<file path="src/rtl/dmem_store_buffer.sv">
// Store buffer between the MEM stage and dmem: stores are queued with their
// byte-lane mask and drained in order whenever a load is not using the port.
module dmem_store_buffer #(
  parameter int DEPTH = 4,
  parameter int XLEN  = 32
) (
  input  logic                     clk,
  input  logic                     rstn,
  input  logic                     st_valid,
  output logic                     st_ready,
  input  logic [2:0]               st_funct3,
  input  logic [XLEN-1:0]          st_addr,
  input  logic [XLEN-1:0]          st_data,
  input  logic [XLEN-1:0]          st_pc,
  input  logic                     ld_valid,
  input  logic [XLEN-1:0]          ld_addr,
  output logic                     ld_stall,
  output logic                     empty,
  output logic [$clog2(DEPTH):0]   count,
  output logic                     mem_we,
  output logic [XLEN-1:0]          mem_a,
  output logic [XLEN-1:0]          mem_wd,
  output logic [3:0]               mem_amp,
  output logic [XLEN-1:0]          mem_pc
);

  localparam int PW = $clog2(DEPTH);
  localparam int CW = PW + 1;

  logic [XLEN-1:0] addr_q [DEPTH];
  logic [XLEN-1:0] data_q [DEPTH];
  logic [XLEN-1:0] pc_q   [DEPTH];
  logic [3:0]      amp_q  [DEPTH];

  logic [PW-1:0]   head, tail;
  logic [CW-1:0]   cnt;
  logic [3:0]      st_amp;
  logic [DEPTH-1:0] hit_vec;
  logic [PW-1:0]   off;
  logic            hit, ld_grant, enq, deq;

  always_comb begin
    st_amp = 4'b1111;
    case (st_funct3)
      3'b000:  st_amp = 4'b0001 << st_addr[1:0];
      3'b001:  st_amp = st_addr[1] ? 4'b1100 : 4'b0011;
      default: st_amp = 4'b1111;
    endcase
  end

  // An entry is live when its distance from head is below count.
  always_comb begin
    hit_vec = '0;
    off     = '0;
    for (int unsigned i = 0; i < DEPTH; i++) begin
      off = PW'(i) - head;
      if ((CW'(off) < cnt) && (addr_q[i][11:2] == ld_addr[11:2]))
        hit_vec[i] = 1'b1;
    end
  end

  assign hit      = ld_valid && (|hit_vec);
  assign ld_grant = ld_valid && !hit;
  assign empty    = (cnt == '0);
  assign st_ready = (cnt != CW'(DEPTH));
  assign count    = cnt;
  assign ld_stall = hit;
  assign enq      = st_valid && st_ready;
  assign deq      = !ld_grant && !empty;

  always_comb begin
    mem_we  = deq;
    mem_a   = ld_grant ? ld_addr : addr_q[head];
    mem_wd  = data_q[head];
    mem_amp = amp_q[head];
    mem_pc  = pc_q[head];
  end

  always_ff @(posedge clk) begin
    if (enq) begin
      addr_q[tail] <= st_addr;
      data_q[tail] <= st_data;
      pc_q[tail]   <= st_pc;
      amp_q[tail]  <= st_amp;
    end
  end

  always_ff @(posedge clk or negedge rstn) begin
    if (!rstn) begin
      head <= '0;
      tail <= '0;
      cnt  <= '0;
    end else begin
      if (enq) tail <= tail + 1'b1;
      if (deq) head <= head + 1'b1;
      case ({enq, deq})
        2'b10:   cnt <= cnt + 1'b1;
        2'b01:   cnt <= cnt - 1'b1;
        default: cnt <= cnt;
      endcase
    end
  end

endmodule
</file>
<file path="config.mk">
export PLATFORM = sky130hd
export DESIGN_NAME = dmem_store_buffer
export DESIGN_NICKNAME = d
export VERILOG_FILES = /design/src/rtl/dmem_store_buffer.sv
export SDC_FILE = /design/constraint.sdc
export NUM_CORES = 1
export LEC_CHECK = 0
export BUFFER_PORTS_ARGS = -buffer_cell sky130_fd_sc_hd__buf_2
export CORE_MARGIN = 5
export CORE_UTILIZATION = 37
export DETAILED_ROUTE_END_ITERATION = 8
export GPL_ROUTABILITY_DRIVEN = 0
export HOLD_SLACK_MARGIN = 0.02
export SLEW_MARGIN = 10
export SYNTH_ARGS = -nofsm -noshare
export SYNTH_HDL_FRONTEND = slang
export SYNTH_SLANG_ARGS = --single-unit
</file>
<file path="constraint.sdc">
create_clock -name clk -period 3.4 [get_ports clk]
set_input_delay 0.51 -clock clk [delete_from_list [all_inputs] [get_ports clk]]
set_output_delay 0.51 -clock clk [all_outputs]
set_load 0.01 [all_outputs]
</file>
==> out/results.tsv <==
stage	metric	value	unit
sta	Setup-failing EPs final	6	
placement	detailed placer's ending HPWL	20400	um
sta	fmax	293	MHz
worst_hold_path	min-delay src	st_pc[6]	
floorplan	Chip Height	218	um
worst_setup_path	critical path, cell by cell	xnor2_4 -> inv_2 -> ha_4 -> a21oi_2 -> o21ai_1 -> o21ai_2 -> nor3_4 -> buf_6 -> buf_12 -> mux2_4 -> buf_6	
worst_setup_path	Worst Path Required	2.89	ns
clock_network	clk_lat worst skew	0.55	ns
floorplan	Die Wd	218	um
sta	Final Critical Period	3.41	ns
drt	routed wire length	33300	um
cells_and_area	Sequential cell area	0.0122	mm^2
worst_setup_path	CP max stage delay	0.51	ns
global_route	vias in the first global route	8191	
worst_hold_path	hold path cells	1	
worst_setup_path	worst reg2reg startpoint	head[1]	
clock_network	clk slew on worst S/H paths	0.06	ns
synthesis	Yosys top cell area share	0.750	
clock_network	cts bufs inserted	43	
sta	Final WS setup	-0.0133	ns
worst_setup_path	Max FO, Critical Path	7	
clock_network	clk sinks	407	
pwr	Pwr Total	16600	uW
floorplan	Ports	242	
synthesis	post-synthesis cell type count	36	
sta	RSZ-0062 raised after global routing	true	
worst_setup_path	Buf/Inv on CP	4	
synthesis	leading area contributor after synthesis	edfxtp_1	
synthesis	Syn Nets	837	
synthesis	Mapped Area	0.0160	mm^2
pwr	sequential share of power	0.415	
worst_setup_path	CP Data Arrival Time	2.90	ns
cells_and_area	most frequent cells in the layout	400 x edfxtp_1, 222 x buf_2, 100 x mux4_2, 46 x clkbuf_16, 36 x xor2_1	
cells_and_area	Final Non-Filler Cells	1590	
clock_network	Clock Tree Buf Depth	3	
drt	DRT Pass-1 Iters	4	
placement	Area after DPL	0.0180	mm^2
worst_setup_path	FF-to-FF setup slack	0.43	ns
worst_hold_path	Hold Path End	pc_q[0][6]	
sta	worst-margin pin slew	0.810	ns
global_route	initial antenna violation count	6	
global_route	first-pass GRT wire length	50100	um
worst_setup_path	R2R cell count	14	
cells_and_area	layout cells sized above 1	0.475	
outcome	status	complete, but fails checks	
global_route	pin count of the biggest net entering global routing	92	
cells_and_area	Filler cells	3707	
cells_and_area	design area	0.0197	mm^2
worst_setup_path	Crit. End Element	output pin	
pwr	switch share	0.291	
sta	hold_ws	0.173	ns
sta	Final Skew	0.0111	ns
sta	final worst path period share	1.00	
cells_and_area	commonest non-fill, non-tap cell in the layout	edfxtp_1	
clock_network	htree depth	2	
clock_network	Root Buffer Master	clkbuf_16	
worst_setup_path	CP startpoint kind	flop	
outcome	failing checks	setup timing	
synthesis	ranking of synthesized cells by area	edfxtp_1 75%, mux4_2 14%, mux2_4 2.8%	
worst_setup_path	RR Endpoint	count[2]	
worst_hold_path	worst hold path type	in -> reg	
synthesis	post-synthesis cell count	692	
placement	pre-CTS setup slack	0.248	ns
worst_setup_path	crit path kind	reg -> out	
floorplan	Die ar.	0.0476	mm^2
pwr	Leak Pwr	0.00690	uW
sta	Final Slew Violations	0	
synthesis	Syn. warnings	0	
drt	Routed WL per cell	21.0	um
floorplan	Site Rows	76	
synthesis	Seq cells post-synth	407	
synthesis	Mapped Avg Cell Area	23.1	um^2
cells_and_area	Layout Nets	1117	
placement	Port-buffer cells	241	
pwr	worst vdd ir	0.510	mV
pwr	clock share of power	0.269	
cells_and_area	Multi-input gate area	0.00367	mm^2
worst_setup_path	CP dominant cell by count	buf_6	
sta	Slew HR	0.460	
drt	post-detailed-route count of antenna-violating nets	0	
sta	Final Hold Fails	0	
pwr	Power Dens Cells	841	mW/mm^2
cells_and_area	area added between synthesis and finish	23.0	%
drt	vias after detailed routing	7651	
pwr	internal power	11700	uW
drt	DRC	0	
floorplan	core area	0.0430	mm^2
drt	Via-to-Cell Ratio	4.81	
placement	placed cell count	1501	
global_route	GR Overflow Total	0	
worst_setup_path	CP max-delay cell	dfrtp_4	
pwr	Psw	4830	uW
global_route	GRT Total Usage	0.139	
job	max_cap viols	0	
pwr	Comb power frac	0.316	
drt	initial drt markers	349	
synthesis	post-synthesis sequential area ratio	0.761	
floorplan	initial core utilization	0.373	
worst_setup_path	CP top delay family	buffers and inverters	
clock_network	CTS tree	yes	
flip-flops by register name, indices dropped and copies added (netlist names):
name    cells
addr_q    128
amp_q      16
head        2
pc_q      128
data_q    128
tail        2
count       3
layout make-up:
type | count | share of cell area
Antenna cell | 1 | 0.000127
Clock buffer | 58 | 0.0597
Clock inverter | 19 | 0.00839
Inverter | 12 | 0.00229
Multi-Input combinational cell | 237 | 0.186
Sequential cell | 407 | 0.619
Tap cell | 585 | 0.0372
Timing Repair Buffer | 271 | 0.0868
Yosys cell counts:
| master | number |
|---|---|
| o41ai_4 | 1 |
| nand3_1 | 2 |
| xor2_1 | 36 |
| buf_6 | 1 |
| dfrtp_1 | 7 |
| buf_2 | 15 |
| nand2b_1 | 1 |
| nor4_1 | 6 |
| a21oi_1 | 3 |
| o311ai_0 | 1 |
| xnor2_1 | 11 |
| fa_1 | 1 |
| and3_1 | 4 |
| ha_1 | 9 |
| edfxtp_1 | 400 |
| nor4_2 | 1 |
| nor3_4 | 1 |
| mux2_2 | 2 |
| o21bai_1 | 1 |
| o21ai_1 | 2 |
| buf_12 | 3 |
| clkbuf_1 | 16 |
| and2_1 | 1 |
| or3_1 | 1 |
| a21boi_0 | 1 |
| nand2_1 | 2 |
| nand4_1 | 2 |
| o31ai_1 | 1 |
| inv_1 | 12 |
| clkbuf_2 | 1 |
| mux2_4 | 30 |
| mux4_2 | 100 |
| o21ai_0 | 7 |
| nor2b_1 | 1 |
| o2111ai_1 | 1 |
| nor2_1 | 8 |
cell families (layout without fill, tap and decap cells):
logic type / count (synthesis) / count (layout) / share of synthesized area
other cells: 0 / 1 / 0
fa+ha+maj: 10 / 10 / 0.00828
simple gates: 30 / 30 / 0.0110
buf+inv: 48 / 360 / 0.0160
compound gates: 18 / 18 / 0.00797
flops: 407 / 407 / 0.761
xor+xnor: 47 / 47 / 0.0257
mux: 132 / 132 / 0.170
per-stage QoR:
stage | util | setup TNS (ns)
6_report | 0.458 | -0.0663
5_1_grt | 0.458 | -3.48
4_1_cts | 0.457 | -4.04
3_5_place_dp | 0.419 | 0
3_3_place_gp | 0.419 | 0
2_1_floorplan | - | 0
power by group through the flow:
stage,combinational (uW),clock [uW],sequential [uW]
after global routing,5690,4830,6950
after detailed placement,5120,0,6970
after CTS,5350,4620,6880
after global placement,5140,0,6930
final,5240,4460,6870
after floorplan,3250,0,6920
worst max path at each step:
stage	slack, ns	cells after the start	end	start
2_1_floorplan	0.006	16	count[2]	head[0]
3_3_place_gp	0.32	11	mem_a[31]	count[1]
3_5_place_dp	0.25	11	mem_a[31]	count[1]
4_1_cts	-0.14	12	mem_a[10]	head[1]
5_1_grt	-0.15	11	mem_a[26]	head[1]
6_report	-0.01	11	mem_a[26]	head[1]
timing repair:
item	CTS	global route
gates cloned	2	1
hold endpoints to repair	7	0
endpoints found under the setup margin	32	33
buffers inserted	6	3
gates resized for setup	35	10
pin swaps	4	6
hold buffers	1	0
per-layer routing:
layer	global-route usage	share of wire
met1	0.179	0.41
met2	0.225	0.49
met3	0.0486	0.076
met4	0.0381	0.021
met5	0	0.00081
No activity file was read; power rests on OpenSTA's default activity.
